### config.mk
export PLATFORM = sky130hd
export DESIGN_NAME = uart_bus_master
export DESIGN_NICKNAME = d
export VERILOG_FILES = /design/src/rtl/uart_bus_master_pkg.sv /design/src/rtl/uart_bus_master_tx_seq.sv /design/src/rtl/uart_bus_master.sv
export SDC_FILE = /design/constraint.sdc
export NUM_CORES = 1
export LEC_CHECK = 0
export ABC_AREA = 1
export CAP_MARGIN = 40
export CORE_UTILIZATION = 46
export CTS_BUF_LIST = sky130_fd_sc_hd__clkbuf_8 sky130_fd_sc_hd__clkbuf_16
export DETAILED_ROUTE_END_ITERATION = 12
export PLACE_DENSITY = 0.66
export SLEW_MARGIN = 40
export SYNTH_ARGS = -nofsm -noshare
export SYNTH_HDL_FRONTEND = slang
export SYNTH_HIERARCHICAL = 1
export SYNTH_SLANG_ARGS = --single-unit
### constraint.sdc
create_clock -name clk -period 3 [get_ports clk]
set_input_delay 0.9 -clock clk [delete_from_list [all_inputs] [get_ports clk]]
set_output_delay 0.9 -clock clk [all_outputs]
set_load 0.02 [all_outputs]
### src/rtl/uart_bus_master_pkg.sv
// uart_bus_master_pkg: shared state encoding and protocol byte constants
// for the UART debug/loader bus bridge and its transmit sequencer.
package uart_bus_master_pkg;

    typedef enum logic [2:0] {
        IDLE,
        GET_ADDR,
        GET_DATA,
        BUS,
        SEND,
        SEND_WAIT_HI,
        SEND_WAIT_LO
    } state_t;

    localparam logic [7:0] CMD_WRITE  = 8'h57;
    localparam logic [7:0] CMD_READ   = 8'h52;
    localparam logic [7:0] RSP_ACK    = 8'h2B;
    localparam logic [7:0] RSP_NAK    = 8'h3F;
    localparam logic [7:0] RSP_BUSERR = 8'h21;

endpackage

### src/rtl/uart_bus_master_tx_seq.sv
// uart_bus_master_tx_seq: sends 1..4 bytes of a word (LSB first) to a UART
// transmitter, one transmit pulse per byte, pacing on is_transmitting.
// Ports: clk, rst (sync, active-high); start/word/count load a response;
// is_transmitting from the UART; tx_byte/transmit to the UART; done pulses
// in the cycle the last byte has finished (sequencer returns to IDLE).
module uart_bus_master_tx_seq
    import uart_bus_master_pkg::*;
(
    input  logic        clk,
    input  logic        rst,
    input  logic        start,
    input  logic [31:0] word,
    input  logic [2:0]  count,
    input  logic        is_transmitting,
    output logic [7:0]  tx_byte,
    output logic        transmit,
    output logic        done
);

    state_t      state, state_nx;
    logic [31:0] shift, shift_nx;
    logic [2:0]  left, left_nx;
    logic [7:0]  byte_nx;
    logic        pulse_nx;

    always_comb begin
        state_nx = state;
        shift_nx = shift;
        left_nx  = left;
        byte_nx  = tx_byte;
        pulse_nx = 1'b0;
        done     = 1'b0;
        case (state)
            IDLE: begin
                if (start) begin
                    state_nx = SEND;
                    shift_nx = word;
                    left_nx  = count;
                end
            end
            SEND: begin
                if (!is_transmitting) begin
                    byte_nx  = shift[7:0];
                    pulse_nx = 1'b1;
                    shift_nx = {8'h00, shift[31:8]};
                    left_nx  = left - 3'd1;
                    state_nx = SEND_WAIT_HI;
                end
            end
            SEND_WAIT_HI: begin
                if (is_transmitting) begin
                    state_nx = SEND_WAIT_LO;
                end
            end
            SEND_WAIT_LO: begin
                if (!is_transmitting) begin
                    if (left != 3'd0) begin
                        state_nx = SEND;
                    end else begin
                        state_nx = IDLE;
                        done     = 1'b1;
                    end
                end
            end
            default: state_nx = IDLE;
        endcase
    end

    always_ff @(posedge clk) begin
        if (rst) begin
            state    <= IDLE;
            shift    <= 32'h0;
            left     <= 3'd0;
            tx_byte  <= 8'h00;
            transmit <= 1'b0;
        end else begin
            state    <= state_nx;
            shift    <= shift_nx;
            left     <= left_nx;
            tx_byte  <= byte_nx;
            transmit <= pulse_nx;
        end
    end

endmodule

### src/rtl/uart_bus_master.sv
// uart_bus_master: UART command decoder driving the valid/ready memory bus.
// Ports: clk, rst (sync, active-high); rx_byte/received from UART RX;
// tx_byte/transmit/is_transmitting to UART TX; mem_* bus initiator side;
// active is high while a command is in progress (CPU hold-off).
module uart_bus_master
    import uart_bus_master_pkg::*;
#(
    parameter int SYS_CLK_FREQ       = 50_000_000,
    parameter int RX_TIMEOUT_CYCLES  = 5_000_000,
    parameter int BUS_TIMEOUT_CYCLES = 1024
) (
    input  logic        clk,
    input  logic        rst,
    input  logic [7:0]  rx_byte,
    input  logic        received,
    output logic [7:0]  tx_byte,
    output logic        transmit,
    input  logic        is_transmitting,
    output logic        mem_valid,
    output logic [31:0] mem_addr,
    output logic [31:0] mem_wdata,
    output logic [3:0]  mem_wstrb,
    input  logic        mem_ready,
    input  logic [31:0] mem_rdata,
    output logic        active
);

    localparam int RXW = $clog2(RX_TIMEOUT_CYCLES + 1);
    localparam int BTW = $clog2(BUS_TIMEOUT_CYCLES + 1);

    state_t         state, state_nx;
    logic           is_write, is_write_nx;
    logic [1:0]     byte_cnt, byte_cnt_nx;
    logic [RXW-1:0] rx_timer, rx_timer_nx;
    logic [BTW-1:0] bus_timer, bus_timer_nx;
    logic [31:0]    addr_nx, wdata_nx;
    logic           valid_nx;
    logic [3:0]     wstrb_nx;

    logic           tx_start;
    logic [31:0]    tx_word;
    logic [2:0]     tx_count;
    logic           tx_done;

    always_comb begin
        state_nx     = state;
        is_write_nx  = is_write;
        byte_cnt_nx  = byte_cnt;
        rx_timer_nx  = rx_timer;
        bus_timer_nx = bus_timer;
        addr_nx      = mem_addr;
        wdata_nx     = mem_wdata;
        valid_nx     = mem_valid;
        wstrb_nx     = mem_wstrb;
        tx_start     = 1'b0;
        tx_word      = {24'h0, RSP_NAK};
        tx_count     = 3'd1;
        case (state)
            IDLE: begin
                if (received) begin
                    if (rx_byte == CMD_WRITE || rx_byte == CMD_READ) begin
                        state_nx    = GET_ADDR;
                        is_write_nx = (rx_byte == CMD_WRITE);
                        byte_cnt_nx = 2'd0;
                        rx_timer_nx = '0;
                    end else begin
                        state_nx = SEND;
                        tx_start = 1'b1;
                    end
                end
            end
            GET_ADDR, GET_DATA: begin
                // A byte arriving on the expiry cycle still counts.
                if (received) begin
                    rx_timer_nx = '0;
                    byte_cnt_nx = byte_cnt + 2'd1;
                    if (state == GET_ADDR) begin
                        addr_nx[{byte_cnt, 3'b000} +: 8] = rx_byte;
                        addr_nx[1:0] = 2'b00;
                    end else begin
                        wdata_nx[{byte_cnt, 3'b000} +: 8] = rx_byte;
                    end
                    if (byte_cnt == 2'd3) begin
                        if (state == GET_ADDR && is_write) begin
                            state_nx = GET_DATA;
                        end else begin
                            state_nx     = BUS;
                            valid_nx     = 1'b1;
                            wstrb_nx     = is_write ? 4'hF : 4'h0;
                            bus_timer_nx = '0;
                        end
                    end
                end else if (rx_timer == RXW'(RX_TIMEOUT_CYCLES)) begin
                    state_nx = IDLE;
                end else begin
                    rx_timer_nx = rx_timer + 1'b1;
                end
            end
            BUS: begin
                bus_timer_nx = bus_timer + 1'b1;
                if (mem_ready) begin
                    valid_nx = 1'b0;
                    wstrb_nx = 4'h0;
                    state_nx = SEND;
                    tx_start = 1'b1;
                    if (is_write) begin
                        tx_word = {24'h0, RSP_ACK};
                    end else begin
                        tx_word  = mem_rdata;
                        tx_count = 3'd4;
                    end
                end else if (bus_timer == BTW'(BUS_TIMEOUT_CYCLES - 1)) begin
                    valid_nx = 1'b0;
                    wstrb_nx = 4'h0;
                    state_nx = SEND;
                    tx_start = 1'b1;
                    tx_word  = {24'h0, RSP_BUSERR};
                end
            end
            SEND: begin
                if (tx_done) begin
                    state_nx = IDLE;
                end
            end
            default: state_nx = IDLE;
        endcase
    end

    always_ff @(posedge clk) begin
        if (rst) begin
            state     <= IDLE;
            is_write  <= 1'b0;
            byte_cnt  <= 2'd0;
            rx_timer  <= '0;
            bus_timer <= '0;
            mem_addr  <= 32'h0;
            mem_wdata <= 32'h0;
            mem_valid <= 1'b0;
            mem_wstrb <= 4'h0;
        end else begin
            state     <= state_nx;
            is_write  <= is_write_nx;
            byte_cnt  <= byte_cnt_nx;
            rx_timer  <= rx_timer_nx;
            bus_timer <= bus_timer_nx;
            mem_addr  <= addr_nx;
            mem_wdata <= wdata_nx;
            mem_valid <= valid_nx;
            mem_wstrb <= wstrb_nx;
        end
    end

    assign active = (state != IDLE);

    uart_bus_master_tx_seq u_tx_seq (
        .clk             (clk),
        .rst             (rst),
        .start           (tx_start),
        .word            (tx_word),
        .count           (tx_count),
        .is_transmitting (is_transmitting),
        .tx_byte         (tx_byte),
        .transmit        (transmit),
        .done            (tx_done)
    );

endmodule

# After elaboration in Yosys (flattened, before gate mapping)
# Cells that the tools add are included.
word_totals:
  ff_bits: 154
  in_bits: 45
  wordCells: 138
classes:
  add_sub_neg: 5
  eq_ne: 26
  shift: 2
  muxes: 66
  bitwise_logic: 3
  reduce_logical: 22
op_table:
  columns: ["operator", "n"]
  rows:
  - ["2-to-1 mux 32 bit", 5]
  - ["2-to-1 mux 23 bit", 4]
  - ["bitwise mux 32 bit", 2]
  - ["one-hot mux 32 bit (2 select lines)", 1]
  - ["2-to-1 mux 3 bit", 18]
  - ["one-hot mux 23 bit (2 select lines)", 1]
  - ["2-to-1 mux 11 bit", 3]
  - ["variable shift 8 x 7 -> 32 bit, first input constant", 1]
  - ["indexed part select 8 x 7 -> 32 bit", 1]
  - ["2-to-1 mux 4 bit", 6]
  - ["one-hot mux 3 bit (4 select lines)", 2]
  - ["adder 23 x 1 -> 23 bit, second input constant", 1]
  - ["equality test 23 bit, second input constant", 1]
  - ["one-hot mux 11 bit (2 select lines)", 1]
  - ["!= test 2 bit, second input constant", 10]
  - ["equality test 8 x 7 -> 1 bit, second input constant", 2]
  - ["AND reduction 4 bit", 4]
  - ["2-to-1 mux 1 bit", 14]
  - ["equality test 3 bit, second input constant", 4]
  - ["!= test 3 bit, second input constant", 4]
  - ["AND reduction 3 bit", 4]
  - ["adder 11 x 1 -> 11 bit, second input constant", 1]
  - ["equality test 11 x 10 -> 1 bit, second input constant", 1]
  - ["AND reduction 5 bit", 2]
  - ["20 further kinds", 31]

# Depth between registers and ports, before layout
# Gate-level depths: netlist of run 1.
logic_depth:
  depth_word: 7
  mapped_depth: 13

# By module
# Netlist of run 1, hierarchy kept.
by_module_without_submodules:
  columns: ["module", "n_inst", "cells_each", "area_per_inst_um2"]
  rows:
  - ["uart_bus_master", 1, 848, 5502.8]
  - ["uart_bus_master_tx_seq", 1, 351, 2366.0]

# Least setup slack after synthesis of run 1
# Ideal clock, no wire load.
synth_timing:
  path_type: "input -> register"
  startpoint: "input port rx_byte[7]"
  endpoint: "register u_tx_seq.left[0]"
  t_arrival_ns: 2.042
  t_required_ns: 2.936
  path_slack_ns: 0.895
  cell_stages: 12
  path_buffers: 1
  cell_sequence: "nor2_1 > nand2_1 > nor2_1 > nand2_1 > nand3_1 > nand2_1 > o21ai_0 > inv_1 > nand2_2 > buf_2 > nor2_1 > nor2_1"
synth_between:
  elab_chain_len: 7
synth_rtl:
  columns: ["element", "line_no", "source"]
  rows:
  - ["start: declaration", "uart_bus_master.sv:14", "input logic [7:0] rx_byte,"]
  - ["equality test 8 x 7 -> 1 bit", "uart_bus_master.sv:61", "if (rx_byte == CMD_WRITE || rx_byte == CMD_READ) begin"]
  - ["logical OR 1 bit (*)", "uart_bus_master.sv:61", null]
  - ["2-to-1 mux 1 bit (*)", "uart_bus_master.sv:61", null]
  - ["2-to-1 mux 1 bit (*)", "uart_bus_master.sv:60", "if (received) begin"]
  - ["one-hot mux 1 bit (2 select lines) (*)", "uart_bus_master.sv:58", "case (state)"]
  - ["via tx_start", "uart_bus_master.sv:40", "logic tx_start;"]
  - ["!= test 2 bit (no source line) (*)", null, null]
  - ["AND reduction 3 bit (no source line) (*)", null, null]
  - ["end signal: assignment", "uart_bus_master_tx_seq.sv:79", "left <= left_nx;"]
  - ["end: declaration", "uart_bus_master_tx_seq.sv:22", "logic [2:0] left, left_nx;"]
# The timed path passes the listed nets; every way through them passes the cells marked *.
# A chain may end at the register's enable or synchronous reset.

==> impl_metrics.json, run 1 <==
{
  "switching_share": 0.376,
  "yosysWarningCount": 6,
  "grt_max_degree": 50,
  "post-route-min-period_ps": 2690,
  "gp_congestion": 0.922,
  "cp.depth": 5,
  "insertion_delay_ps": 440,
  "coreArea_um2": 16600,
  "p_switching_uw": 2690,
  "cts_root_buf": "clkbuf_16",
  "drv_cap": 0,
  "fp-row-count": 47,
  "ys_ff_latch": 151,
  "p_per_area_nw_per_um2": 730,
  "grt_pass1_wl_um": 35100,
  "cts_resized": 0,
  "crit_family": "buffers and inverters",
  "io_buffers": 121,
  "path_clk_slew_ps": 60,
  "r2r_setup_slack_ps": 670,
  "drive_gt1_frac": 0.0648,
  "initial_core_util": 0.473,
  "cts_tree": "done",
  "grt_pass1_vias": 7110,
  "post_synth_num_cell_types": 35,
  "syn_area_per_cell_um2": 6.56,
  "combPwrFrac": 0.345,
  "crit_path_start_kind": "flip-flop",
  "relSlewSlack": 0.621,
  "hold_start": "u_tx_seq/tx_byte[5]",
  "crit_type": "reg -> out",
  "hpwl_um": 14700,
  "period_share": 0.895,
  "die_y_um": 133,
  "intPower_uw": 4470,
  "path_cells": "nor2_2 > inv_2 > nor2_4 > inv_1 > clkdlybuf4s50_1",
  "die-area_um2": 17600,
  "final_util": 0.589,
  "io_pins": 124,
  "postCtsHoldBufs": 0,
  "antenna_found_initial": 0,
  "htree_levels": 4,
  "detail_route.wl_per_cell_um": 13.8,
  "area_delta_synth_final_pct": 24.6,
  "hold_viol": 0,
  "synth_top_area_frac": 0.384,
  "status": "finished clean",
  "max_freq_mhz": 372,
  "crit_buf_inv": 3,
  "viasPerCell": 5.05,
  "cp_max_fo": 5,
  "post_cts_buffers": 0,
  "antenna_cells": 0,
  "leakage_uw": 0.00409,
  "r2r-end": "u_tx_seq/left[2]",
  "nets": 1355,
  "clkPwrFrac": 0.320,
  "synthTopCellsByArea": "dfxtp_1, nand2_1, nor2_1",
  "tightest_slew_ps": 568,
  "num_vias": 7741,
  "drtAntennaViolNets": 0,
  "drc": 0,
  "cp_data_required_time_ps": 2100,
  "cpPeakStageDelay_ps": 560,
  "hold_class": "reg -> reg",
  "worstHoldPathCells": 2,
  "setup.worst_path.end_class": "output port",
  "rr_worst_depth": 12,
  "cp_slowest_cell": "clkdlybuf4s50_1",
  "maxSlewViolCount": 0,
  "clock-sinks": 151,
  "ys_seq_area_frac": 0.384,
  "track_usage": 0.246,
  "dr.pass1.iters": 7,
  "vdd_drop_max_uv": 553,
  "grt-ovfl-total": 0,
  "drt-initial-drc-count": 619,
  "die_w_um": 133,
  "worstPathArrival_ps": 1790,
  "n_fill_cell": 1590,
  "setup_tns_ps": 0,
  "clock-skew-final_ps": 10.1,
  "wirelength_um": 21200,
  "clk_path_buf_depth": 2,
  "rsz0062_at_grt": "false",
  "netlist_instances": 1199,
  "cts_buffers": 17,
  "yosys.area.top_type": "dfxtp_1",
  "setup_violations": 0,
  "r2r_start": "bus_timer[0]",
  "min_to": "u_tx_seq/tx_byte[5]",
  "power_frac_seq": 0.335,
  "synth_area_um2": 7870
}
==> metal layers <==
metal,track usage,routed length (um)
met3,0.0648,1340
met1,0.319,9870
met4,0.0651,278
met5,0,0
met2,0.401,9710
==> worst register-to-register path: stages, from the launching register on <==
cell and delay (ps):
dfxtp_1 390, ha_1 210, nand3_1 130, inv_1 180, nand3_1 170, nand2_1 100
nand2_1 110, nand2_1 180, nand3_4 260, buf_12 260, nand3_1 80, nand2_1 70
nor2_1 140
==> Yosys cell counts (all sizes together) <==
cell type,n
a21oi,97
a31oi,1
and3,1
buf,38
clkbuf,20
clkinv,2
conb,1
dfxtp,151
ha,11
inv,124
nand2,284
nand3,120
nand3b,26
nand4,22
nor2,216
nor3,10
o2111ai,1
o21ai,62
o21bai,3
o31ai,1
or2,5
xnor2,1
xor2,2
==> how the worst max path moves through the flow <==
stage | startpoint | endpoint | slack (ps)
after floorplan | rx_byte[7] | u_tx_seq/left[0] | 890
after global placement | rx_byte[4] | rx_timer[1] | 130
after detailed placement | rx_byte[6] | u_tx_seq/left[2] | 130
after CTS | state[0] | active | 290
after global routing | state[0] | active | 170
final | state[0] | active | 310
==> sequential cells by signal, summed over array words and instances (netlist names), 2 cells and up <==
| signal | cells |
|---|---|
| bus_timer | 11 |
| rx_timer | 23 |
| u_tx_seq/left | 3 |
| u_tx_seq/tx_byte | 8 |
| mem_addr | 30 |
| mem_wdata | 32 |
| u_tx_seq/shift | 32 |
| state | 3 |
| byte_cnt | 2 |
| u_tx_seq/state | 3 |
==> logic make-up (layout without fill, tap and decap cells) <==
group                      after synthesis  count (layout)  share of synthesized area
AOI/OAI and AO/OA                      165             165                      0.107
xor gates and xnor gates                 3               3                    0.00334
and+or+nand+nor                        684             684                      0.384
adders and majority gates               11              11                     0.0175
other                                    1               3                   0.000477
DFF                                    151             151                      0.384
buffers and inverters                  184             295                      0.103
==> power by group through the flow <==
| stage | registers [uW] | logic [uW] | clock network [uW] |
|---|---|---|---|
| finish | 2400 | 2470 | 2290 |
| global route | 2420 | 2770 | 2410 |
| CTS | 2390 | 2480 | 2320 |
| detailed placement | 2440 | 2460 | 0 |
| global placement | 2440 | 2430 | 0 |
| floorplan | 2450 | 1800 | 0 |
==> metrics by stage <==
| stage | worst slack [ps] | cell area [um2] | std cells | hold WS [ps] | power (uW) |
|---|---|---|---|---|---|
| final | 314 | 9810 | 1532 | 464 | 7160 |
| after global routing | 170 | 9810 | 1532 | 485 | 7600 |
| after CTS | 291 | 9810 | 1532 | 465 | 7190 |
| after detailed placement | 134 | 9180 | 1500 | 457 | 4890 |
| after global placement | 130 | 9180 | 1500 | 453 | 4870 |
| after floorplan | 895 | 7880 | 1201 | 438 | 4250 |
==> area by class of cell <==
type,count,area [um2],share of cell area
multi-input cells,866,4050,0.412
flip-flops and latches,151,3020,0.308
repair buffers,137,1360,0.139
inverters,126,473,0.0482
clock buffers,17,425,0.0434
well taps,220,275,0.0281
clock inverters,15,203,0.0207
==> cells in the final DEF (no fill, tap or decap), types with 2 or more instances in the layout <==
master | netlist | routed
a21oi_1 | 97 | 97
buf_12 | 0 | 3
buf_4 | 8 | 13
bufinv_16 | 0 | 4
clkbuf_16 | 0 | 17
clkdlybuf4s50_1 | 0 | 120
clkinv_1 | 2 | 2
clkinv_4 | 0 | 3
clkinvlp_4 | 0 | 2
conb_1 | 1 | 3
dfxtp_1 | 151 | 151
ha_1 | 11 | 11
inv_1 | 116 | 118
inv_2 | 8 | 8
inv_6 | 0 | 2
nand2_1 | 276 | 276
nand2_2 | 5 | 5
nand2_4 | 3 | 3
nand3_1 | 116 | 116
nand3_2 | 3 | 3
nand3b_1 | 26 | 26
nand4_1 | 22 | 22
nor2_1 | 202 | 202
nor2_2 | 8 | 8
nor2_4 | 6 | 6
nor3_1 | 10 | 10
o21ai_0 | 50 | 50
o21ai_1 | 12 | 11
o21bai_1 | 3 | 3
or2_1 | 2 | 2
or2_2 | 3 | 3
xor2_1 | 2 | 2
(Power assumes the default switching activity.)
==> run 2, diff against run 1 <==
--- a/config.mk
+++ b/config.mk
@@ -7,10 +7,11 @@
 export LEC_CHECK = 0
 export ABC_AREA = 1
 export CAP_MARGIN = 40
-export CORE_UTILIZATION = 46
+export CORE_UTILIZATION = 40
 export CTS_BUF_LIST = sky130_fd_sc_hd__clkbuf_8 sky130_fd_sc_hd__clkbuf_16
 export DETAILED_ROUTE_END_ITERATION = 12
-export PLACE_DENSITY = 0.66
+export PLACE_DENSITY = 0.58
+export RECOVER_POWER = 100
 export SLEW_MARGIN = 40
 export SYNTH_ARGS = -nofsm -noshare
 export SYNTH_HDL_FRONTEND = slang
==> run 2 against run 1 <==
  * Sequential power is essentially flat
  * Utilization down 7.3 points
  * Non-clock buffer count is 6 higher
  * Power down 1.6%
  * Cell area increased by 0.13%
  * Via count grew 0.14%
  * Count of clock-buffer cells in the layout is 4 higher
  * Combinational power fell by 2%
  * Critical endpoint is now mem_wdata[6]
==> impl_metrics.json, run 2 (synthesis results as in run 1) <==
{
  "drive_gt1_frac": 0.0569,
  "wirelength_um": 21900,
  "hold_class": "reg -> reg",
  "final_cell_mix": "nand2_1, nor2_1, dfxtp_1, inv_1, nand3_1",
  "die_y_um": 142,
  "gp_congestion": 0.860,
  "rr_worst_depth": 12,
  "maxSlewViolCount": 0,
  "rsz0062_at_grt": "false",
  "grt-ovfl-total": 0,
  "path_clk_slew_ps": 70,
  "r2r_setup_slack_ps": 500,
  "track_usage": 0.224,
  "grt_max_degree": 50,
  "crit_path_start_kind": "input port",
  "final_common_cell": "nand2_1",
  "r2r_start": "bus_timer[0]",
  "setup_ws_ps": 261,
  "cts_resized": 0,
  "io_buffers": 121,
  "grt_pass1_wl_um": 35900,
  "startpoint": "received",
  "hpwl_um": 15500,
  "detail_route.wl_per_cell_um": 13.9,
  "clk_path_buf_depth": 2,
  "cp_data_required_time_ps": 3330,
  "pre_cts_ws_ps": 82.6,
  "dr.pass1.iters": 7,
  "post_cts_buffers": 0,
  "setup.worst_path.end_class": "flip-flop",
  "clock-sinks": 151,
  "finish.instance_area_um2": 9820,
  "top_regs": "mem_wdata: 32 flops, u_tx_seq/shift: 32 flops, mem_addr: 30 flops",
  "r2r-end": "u_tx_seq/shift[6]",
  "n_fill_cell": 2033,
  "place_area_um2": 9290,
  "post-route-min-period_ps": 2740,
  "viasPerCell": 4.91,
  "postCtsHoldBufs": 0,
  "period_share": 0.913,
  "leakage_uw": 0.00437,
  "relSlewSlack": 0.107,
  "insertion_delay_ps": 430,
  "antenna_cells": 0,
  "drc": 0,
  "cts_root_buf": "clkbuf_16",
  "num_vias": 7752,
  "grt_pass1_vias": 7253,
  "hold_viol": 0,
  "tightest_slew_ps": 1330,
  "setup_violations": 0,
  "fp-row-count": 50,
  "worstPathArrival_ps": 3070,
  "clock-skew-final_ps": 13.5,
  "io_pins": 124,
  "status": "finished clean",
  "htree_levels": 4,
  "crit_end": "mem_wdata[6]",
  "cts_tree": "done",
  "drt-initial-drc-count": 510,
  "max_freq_mhz": 365,
  "cts_buffers": 17,
  "die-area_um2": 20200,
  "setup_tns_ps": 0,
  "nets": 1361,
  "vdd_drop_max_uv": 485,
  "drtAntennaViolNets": 0,
  "p_per_area_nw_per_um2": 717,
  "coreArea_um2": 19000,
  "die_w_um": 142,
  "antenna_found_initial": 0,
  "initial_core_util": 0.414,
  "crit_type": "in -> reg",
  "area_delta_synth_final_pct": 24.8,
  "cp_max_fo": 7,
  "drv_cap": 0
}
## run 2: changes by cell type in the layout (fill, tap and decap cells not counted), sizes merged
cell           delta
clkinv            -1
dlygate4sd3      +79
buf               +3
bufinv            -2
clkdlybuf4s50    -79
inv               -1
clkbuf            +7
## run 2: routing by layer
metal | GRT usage | vias up | part of all wire
li1 | - | 4039 | -
met1 | 0.297 | 3466 | 0.48
met2 | 0.357 | 222 | 0.45
met3 | 0.0434 | 25 | 0.052
met4 | 0.0866 | 0 | 0.017
met5 | 0 | - | 0
## run 2: worst max-delay path: stages
cell	delay (ps)
dlygate4sd3_1	720
inv_1	180
nor2_1	290
nand2_1	180
nor2_1	340
inv_1	240
nor2_1	150
nor2_1	60
## run 2: area by class of cell
type / count / area (um2) / area share
Inverter: 126 / 473 / 0.0482
Sequential cell: 151 / 3020 / 0.308
Clock buffer: 21 / 480 / 0.0489
Timing Repair Buffer: 143 / 1410 / 0.144
Multi-Input combinational cell: 866 / 3970 / 0.404
Clock inverter: 11 / 135 / 0.0138
Tap cell: 260 / 325 / 0.0331
## run 2: stage by stage
step	std cells	util	power, uW	hold WS, ps
floorplan	1201	-	4250	438
detailed placement	1546	0.488	4970	455
finish	1578	0.516	7040	461
global placement	1546	0.488	4950	453
global route	1578	0.516	7500	493
CTS	1578	0.521	7210	466
## run 2: how the worst min path moves through the flow
stage,from,to,slack [ps],depth (start not counted)
CTS,u_tx_seq/tx_byte[0],u_tx_seq/tx_byte[0],470,2
floorplan,rx_timer[21],rx_timer[21],440,2
finish,u_tx_seq/tx_byte[0],u_tx_seq/tx_byte[0],460,2
global route,mem_addr[5],mem_addr[5],490,2
global placement,u_tx_seq/tx_byte[0],u_tx_seq/tx_byte[0],450,2
detailed placement,u_tx_seq/tx_byte[0],u_tx_seq/tx_byte[0],460,2
## run 2: where the power goes
group / internal, uW / switching [uW] / leakage [uW]
clock network: 1330 / 891 / 0.000299
registers: 2240 / 156 / 0.00122
logic: 813 / 1620 / 0.00285
total: 4380 / 2660 / 0.00437
